## src/rtl/seven_segment_display.sv

```systemverilog
// Registered 4-bit to 7-segment decoder for one digit; outputs are a..g plus the decimal point.
// Define SSD_HEX_EN to decode 10..15 as A b C d E F; otherwise they blank and light the dot.
module seven_segment_display #(
   parameter bit ACTIVE_LOW_SEG = 1'b0
) (
   input  logic clk,
   input  logic rst_n,
   input  logic ina,
   input  logic inb,
   input  logic inc,
   input  logic ind,
   output logic outa,
   output logic outb,
   output logic outc,
   output logic outd,
   output logic oute,
   output logic outf,
   output logic outg,
   output logic outseg
);

   localparam logic [7:0] POL = {8{ACTIVE_LOW_SEG}};

   logic [3:0] nib_p1;
   logic [7:0] seg_p2;

   // Bit order {a,b,c,d,e,f,g,dp}, 1 = lit.
   function automatic logic [7:0] decode(input logic [3:0] n);
      logic [7:0] s;
      case (n)
         4'd0:    s = 8'b1111110_0;
         4'd1:    s = 8'b0110000_0;
         4'd2:    s = 8'b1101101_0;
         4'd3:    s = 8'b1111001_0;
         4'd4:    s = 8'b0110011_0;
         4'd5:    s = 8'b1011011_0;
         4'd6:    s = 8'b1011111_0;
         4'd7:    s = 8'b1110000_0;
         4'd8:    s = 8'b1111111_0;
         4'd9:    s = 8'b1111011_0;
`ifdef SSD_HEX_EN
         4'd10:   s = 8'b1110111_0;
         4'd11:   s = 8'b0011111_0;
         4'd12:   s = 8'b1001110_0;
         4'd13:   s = 8'b0111101_0;
         4'd14:   s = 8'b1001111_0;
         default: s = 8'b1000111_0;
`else
         default: s = 8'b0000000_1;
`endif
      endcase
      return s;
   endfunction

   // Stage 1: resample the asynchronous nibble; stage 2: decoded, polarity-adjusted segments.
   always_ff @(posedge clk or negedge rst_n) begin
      if (!rst_n) begin
         nib_p1 <= 4'd0;
         seg_p2 <= POL;
      end else begin
         nib_p1 <= {ina, inb, inc, ind};
         seg_p2 <= decode(nib_p1) ^ POL;
      end
   end

   assign outa   = seg_p2[7];
   assign outb   = seg_p2[6];
   assign outc   = seg_p2[5];
   assign outd   = seg_p2[4];
   assign oute   = seg_p2[3];
   assign outf   = seg_p2[2];
   assign outg   = seg_p2[1];
   assign outseg = seg_p2[0];

endmodule

```

## config.mk

```make
export PLATFORM = sky130hd
export DESIGN_NAME = seven_segment_display
export DESIGN_NICKNAME = d
export VERILOG_FILES = /design/src/rtl/seven_segment_display.sv
export SDC_FILE = /design/constraint.sdc
export NUM_CORES = 1
export LEC_CHECK = 0
export BUFFER_PORTS_ARGS = -buffer_cell sky130_fd_sc_hd__buf_2
export CAP_MARGIN = 20
export CORE_AREA = 4 4 41 43
export CTS_BUF_LIST = sky130_fd_sc_hd__clkbuf_8
export DETAILED_ROUTE_END_ITERATION = 7
export DIE_AREA = 0 0 45 47
export GPL_TIMING_DRIVEN = 1
export PLACE_DENSITY = 0.58
export SLEW_MARGIN = 0
export SYNTH_ARGS = -nofsm -noshare
export SYNTH_HDL_FRONTEND = slang
export SYNTH_SLANG_ARGS = --single-unit
```

## constraint.sdc

```tcl
create_clock -name clk -period 3.3 [get_ports clk]
set_input_delay 0.66 -clock clk [delete_from_list [all_inputs] [get_ports clk]]
set_output_delay 0.66 -clock clk [all_outputs]
set_load 0.02 [all_outputs]
```

==> results_dict.tcl, run 1 <==
set metrics [dict create \
    outcome "finished clean" \
    post_cts_resized 0 \
    crit_path_top_delay_cell "dfrtp_1" \
    drtPass1Iterations 4 \
    cp-end-kind "output port" \
    critPathRequiredTime_ps 2640 \
    drt_wl_total_um 844 \
    grtUsageMet1_pct 12.3 \
    rows 13 \
    avgSynthCellArea_um2 13.0 \
    grt_pass1_wl_um 1540 \
    fin_skew_ps 3.53 \
    yosysWarnings 0 \
    die_x_um 45 \
    cts_setup_buffers 0 \
    synth_seq_cells 12 \
    finalCriticalPeriod_ps 1410 \
    tightest_slew_ps 350 \
    netlist_instances 40 \
    track_usage_pct 11.1 \
    die_h_um 47 \
    drive_gt1_share_pct 33.3 \
    clock-root-buffer "clkbuf_8" \
    max-vdd-ir-drop_mv 0.245 \
    wl_per_cell_um 12.2 \
    clock_sinks 12 \
    use_met2_pct 16.1 \
    worstSetupPathType "reg2out" \
    period_share_pct 42.7 \
    drtAntennaViolNets 0 \
    n_antenna_cell 0 \
    p_leak_nw 0.325 \
    hold_violations 0 \
    syn_area_um2 522 \
    cts_buffers 3 \
    max-cap-violations 0 \
    max_freq_mhz 709 \
    core_um2 1300 \
    grt_start_max_net_pins 13 \
    total_power_w 0.000337 \
    maxSlewViolCount 0 \
    vias 329 \
    ctsHoldBuffers 0 \
    busiest_layer "met2" \
    hpwl_um 596 \
    cp.arrival_ps 750 \
    path_cells "buf_2" \
    clk_latency_ps 240 \
    clk_pin_slew_ps 50 \
    first_iter_violations 2 \
    first_global_vias 336 \
    final_nets 68 \
    initial_core_util_pct 40.1 \
    tns_ps 0 \
    viasPerCell 4.77 \
    crit_buf_inv 1 \
    max_stage_delay_ps 360 \
    drc 0 \
    gp_congestion 0.766 \
    slew_headroom_pct 76.7 \
    setup_violations 0 \
    seq_area_frac_synth_pct 57.6 \
    start_kind "flop" \
    port_buffers 13 \
    io_pins 14 \
    path_max_fanout 1 \
    cts_buffer_depth 2 \
    overflow 0 \
    grtUsageMet3_pct 4.60 \
    cts_tree "done" \
    crit_family "flip-flops" \
    min_path_type "in2async" \
    synthToLayoutAreaGrowth_pct 19.7 \
    rsz0062_at_grt "false" \
    power-per-cell-area_nw_per_um2 540 \
    die_area_um2 2120 \
    syn_nets 52 \
    synth_cell_type_count 14 \
    grt_antenna_before_repair 0 \
    htree_levels 1 \
]
registers in the layout, summed over array words and instances (netlist names):
| signal | flops |
|---|---|
| nib_p1 | 4 |
| seg_p2 | 8 |
layer usage:
layer,part of all wire (%),routed length (um),vias up
li1,-,-,160
met1,44,371,153
met2,44,369,12
met3,9.0,76,4
met4,3.1,26,0
met5,0,0,-
cell usage in the layout (no fill, tap or decap):
cell / Yosys / routed
clkbuf_8: 0 / 3
a21oi_1: 1 / 1
buf_2: 0 / 13
inv_1: 5 / 5
mux2i_1: 1 / 1
ha_1: 6 / 6
o21a_1: 1 / 1
nand2b_4: 1 / 1
dfrtp_1: 12 / 12
xnor2_1: 1 / 1
o21ai_0: 1 / 1
nor3b_1: 1 / 1
o22ai_1: 5 / 5
a21o_2: 1 / 1
nor2_1: 2 / 2
power breakdown:
part           leakage, nW  internal [W]  switching, W
logic                0.160     0.0000169     0.0000253
registers            0.144      0.000158    0.00000755
clock network       0.0216     0.0000801     0.0000494
per-stage QoR:
step / worst slack (ps) / cells / hold slack, ps / instance area (um^2) / util [%]
2_1_floorplan: 2210 / 40 / 364 / 522 / -
3_3_place_gp: 2110 / 66 / 551 / 583 / 44.8
3_5_place_dp: 2080 / 66 / 554 / 583 / 44.8
4_1_cts: 1880 / 69 / 298 / 624 / 48.0
5_1_grt: 1860 / 69 / 302 / 624 / 48.0
6_report: 1890 / 69 / 289 / 624 / 48.0
Yosys cell counts:
cell      number  area, um^2
dfrtp_1       12         300
ha_1           6        75.1
inv_1          5        18.8
o22ai_1        5        31.3
buf_6          2        22.5
nor2_1         2        7.51
a21o_2         1        8.76
a21oi_1        1        5.00
mux2i_1        1        10.0
nand2b_4       1        13.8
nor3b_1        1        7.51
o21a_1         1        7.51
o21ai_0        1        5.00
xnor2_1        1        8.76
final timing paths:
path / slack [ps] / cells past startpoint / to / from
setup / recovery: 1890 / 1 / outf / seg_p2[2]
hold / removal: 290 / 1 / seg_p2[6] / rst_n
setup reg to reg: 2070 / 5 / seg_p2[4] / nib_p1[1]
hold reg to reg: 670 / 1 / seg_p2[0] / nib_p1[1]
max in group asynchronous: 2790 / 1 / seg_p2[1] / rst_n
min in group clk: 530 / 1 / nib_p1[3] / ina
area by class of cell:
cell class              instances  area [um^2]
clock buffers                   3         41.3
fillers                       127          677
inverters                       5         18.8
multi-input cells              21          180
flip-flops and latches         12          300
well taps                      15         18.8
repair buffers                 13         65.1
cells by family (layout without fill, tap and decap cells):
group	count (synthesis)	in the layout	share of synthesized area [%]
compound gates	9	9	11.0
xor+xnor	1	1	1.68
fa+ha+maj	6	6	14.4
buf+inv	7	21	7.91
flops	12	12	57.6
mux	1	1	1.92
simple gates	4	4	5.52
worst reg2reg max path, stage by stage (launching register included):
cell and delay [ps]:
dfrtp_1 460, inv_1 170, ha_1 160, nor2_1 40, a21oi_1 160, o22ai_1 100
(Power assumes the default switching activity.)
==> run 2, diff against run 1 <==
- clock period: 3.3 -> 1.35 ns (I/O delays scaled with it)
==> run 2 against run 1 <==
  * Hold slack got worse by 150 ps
  * Register-to-register slack got worse by 1800 ps
  * Routed wire length decreased by 4.0%
  * Core utilization increased by 2.4 points
  * Critical path depth increased by 4
  * Power increased to 2.7 times the previous value
  * Die area unchanged
  * First-iteration DRC count decreased by 100%
  * Combinational power increased to 2.6 times the previous value
  * Flip-flop and latch count unchanged
  * Sequential share of layout area decreased by 2.3 points
  * Highest routed layer unchanged
==> results_dict.tcl, run 2 (same netlist as run 1, synthesis figures left out) <==
set metrics [dict create \
    multi_input_comb_area_um2 180 \
    highest_layer "met4" \
    grt_start_max_net_pins 13 \
    die_x_um 45 \
    hold_violations 0 \
    drtPass1Iterations 1 \
    port_buffers 13 \
    clock_sinks 12 \
    dr_wl_met2_um 353 \
    synthToLayoutAreaGrowth_pct 25.7 \
    overflow 0 \
    post_cts_resized 0 \
    wl_per_cell_um 11.3 \
    mostFrequentLayoutCell "buf_2" \
    period_share_pct 82.2 \
    track_usage_pct 10.3 \
    clk_latency_ps 240 \
    worstSetupPathType "reg2reg" \
    largest_registers "seg_p2: 8 flops, nib_p1: 4 flops" \
    tightest_slew_ps 339 \
    crit_path_top_delay_cell "dfrtp_1" \
    cts_buffers 3 \
    finalCriticalPeriod_ps 1110 \
    hold_end "nib_p1[0]" \
    die_area_um2 2120 \
    vias 324 \
    max_stage_delay_ps 370 \
    max-cap-violations 0 \
    crit_buf_inv 1 \
    first_iter_violations 0 \
    cts_tree "done" \
    cp.arrival_ps 1220 \
    drc 0 \
    final_area_um2 656 \
    r2r_cells 5 \
    cp-end-kind "flop" \
    whs_ps 136 \
    drtAntennaViolNets 0 \
    p_leak_nw 0.341 \
    max-vdd-ir-drop_mv 0.901 \
    first_global_vias 311 \
    path_max_fanout 5 \
    initial_core_util_pct 40.1 \
    path_cells "inv_1 > ha_1 > nor2_1 > a21oi_1 > o22ai_1" \
    r2r-start "nib_p1[1]" \
    n_antenna_cell 0 \
    max_freq_mhz 901 \
    min_path_type "in2reg" \
    viasPerCell 4.50 \
    total_power_w 0.000896 \
    grt_pass1_wl_um 1430 \
    fill_cells 129 \
    max_flop_register "seg_p2" \
    power-per-cell-area_nw_per_um2 1370 \
    outcome "finished clean" \
    grt_antenna_before_repair 0 \
    largest_reg_flops 8 \
    place_area_um2 591 \
    rows 13 \
    slew_headroom_pct 77.4 \
    gp_congestion 0.725 \
    hpwl_um 602 \
    core_um2 1300 \
    holdPathStages 1 \
    rsz0062_at_grt "false" \
    route.met3.wl_um 92 \
    cts_buffer_depth 2 \
    maxSlewViolCount 0 \
    start_kind "flop" \
    setup_violations 0 \
    m1WireLength_um 355 \
    clk_pin_slew_ps 50 \
    final_cell_mix "buf_2 (13), dfrtp_1 (12), ha_1 (6), inv_1 (5), o22ai_1 (5)" \
    io_pins 14 \
    fin_skew_ps 1.28 \
    htree_levels 1 \
    drt_wl_total_um 810 \
    cp.depth 5 \
    critPathRequiredTime_ps 1460 \
    r2r_slack_ps 240 \
    drive_gt1_share_pct 35.1 \
    r2r-end "seg_p2[4]" \
    regArea_um2 300 \
    tns_ps 0 \
    clock-root-buffer "clkbuf_8" \
    final_nets 70 \
    hp-start "ind" \
    die_h_um 47 \
    crit_family "flip-flops" \
]
run 2: final cells by class:
type                    instances  share of cell area [%]
clock buffers                   4                    8.40
inverters                       5                    2.86
multi-input cells              21                    27.5
flip-flops and latches         12                    45.8
well taps                      15                    2.86
repair buffers                 15                    12.6
run 2: worst max-delay path by stage:
stage	endpoint	slack, ps	startpoint
finish	seg_p2[4]	240	nib_p1[1]
global route	seg_p2[4]	130	nib_p1[1]
CTS	seg_p2[4]	230	nib_p1[1]
detailed placement	seg_p2[4]	240	nib_p1[1]
global placement	seg_p2[7]	230	nib_p1[1]
floorplan	seg_p2[4]	260	nib_p1[1]
run 2: power breakdown:
group          total, W  internal [W]  switching, W  leakage (nW)
Sequential     0.000401      0.000386     0.0000152         0.144
Combinational  0.000110     0.0000452     0.0000649         0.169
Clock          0.000385      0.000257      0.000128        0.0288
run 2: layer usage:
metal  vias up  global-route usage [%]
met2        12                    13.0
met3         2                    7.28
met5         -                       0
li1        163                       -
met1       147                    12.9
met4         0                    5.26
run 2: repair_timing:
action,4_1_cts,5_1_grt
buffers inserted,0,0
hold buffers,1,0
hold endpoints to repair,12,0
run 2: stage by stage:
step	cells	util [%]	setup slack, ps
5_1_grt	72	50.4	128
3_3_place_gp	67	45.4	230
3_5_place_dp	67	45.4	240
4_1_cts	72	50.4	230
2_1_floorplan	40	-	260
6_report	72	50.4	240
run 2: worst register-to-register path: cells and delay by family, from the launching register on:
kind	cells	cell delay, ps
flops	1	370
buf+inv	1	130
compound gates	2	290
fa+ha+maj	1	160
simple gates	1	40
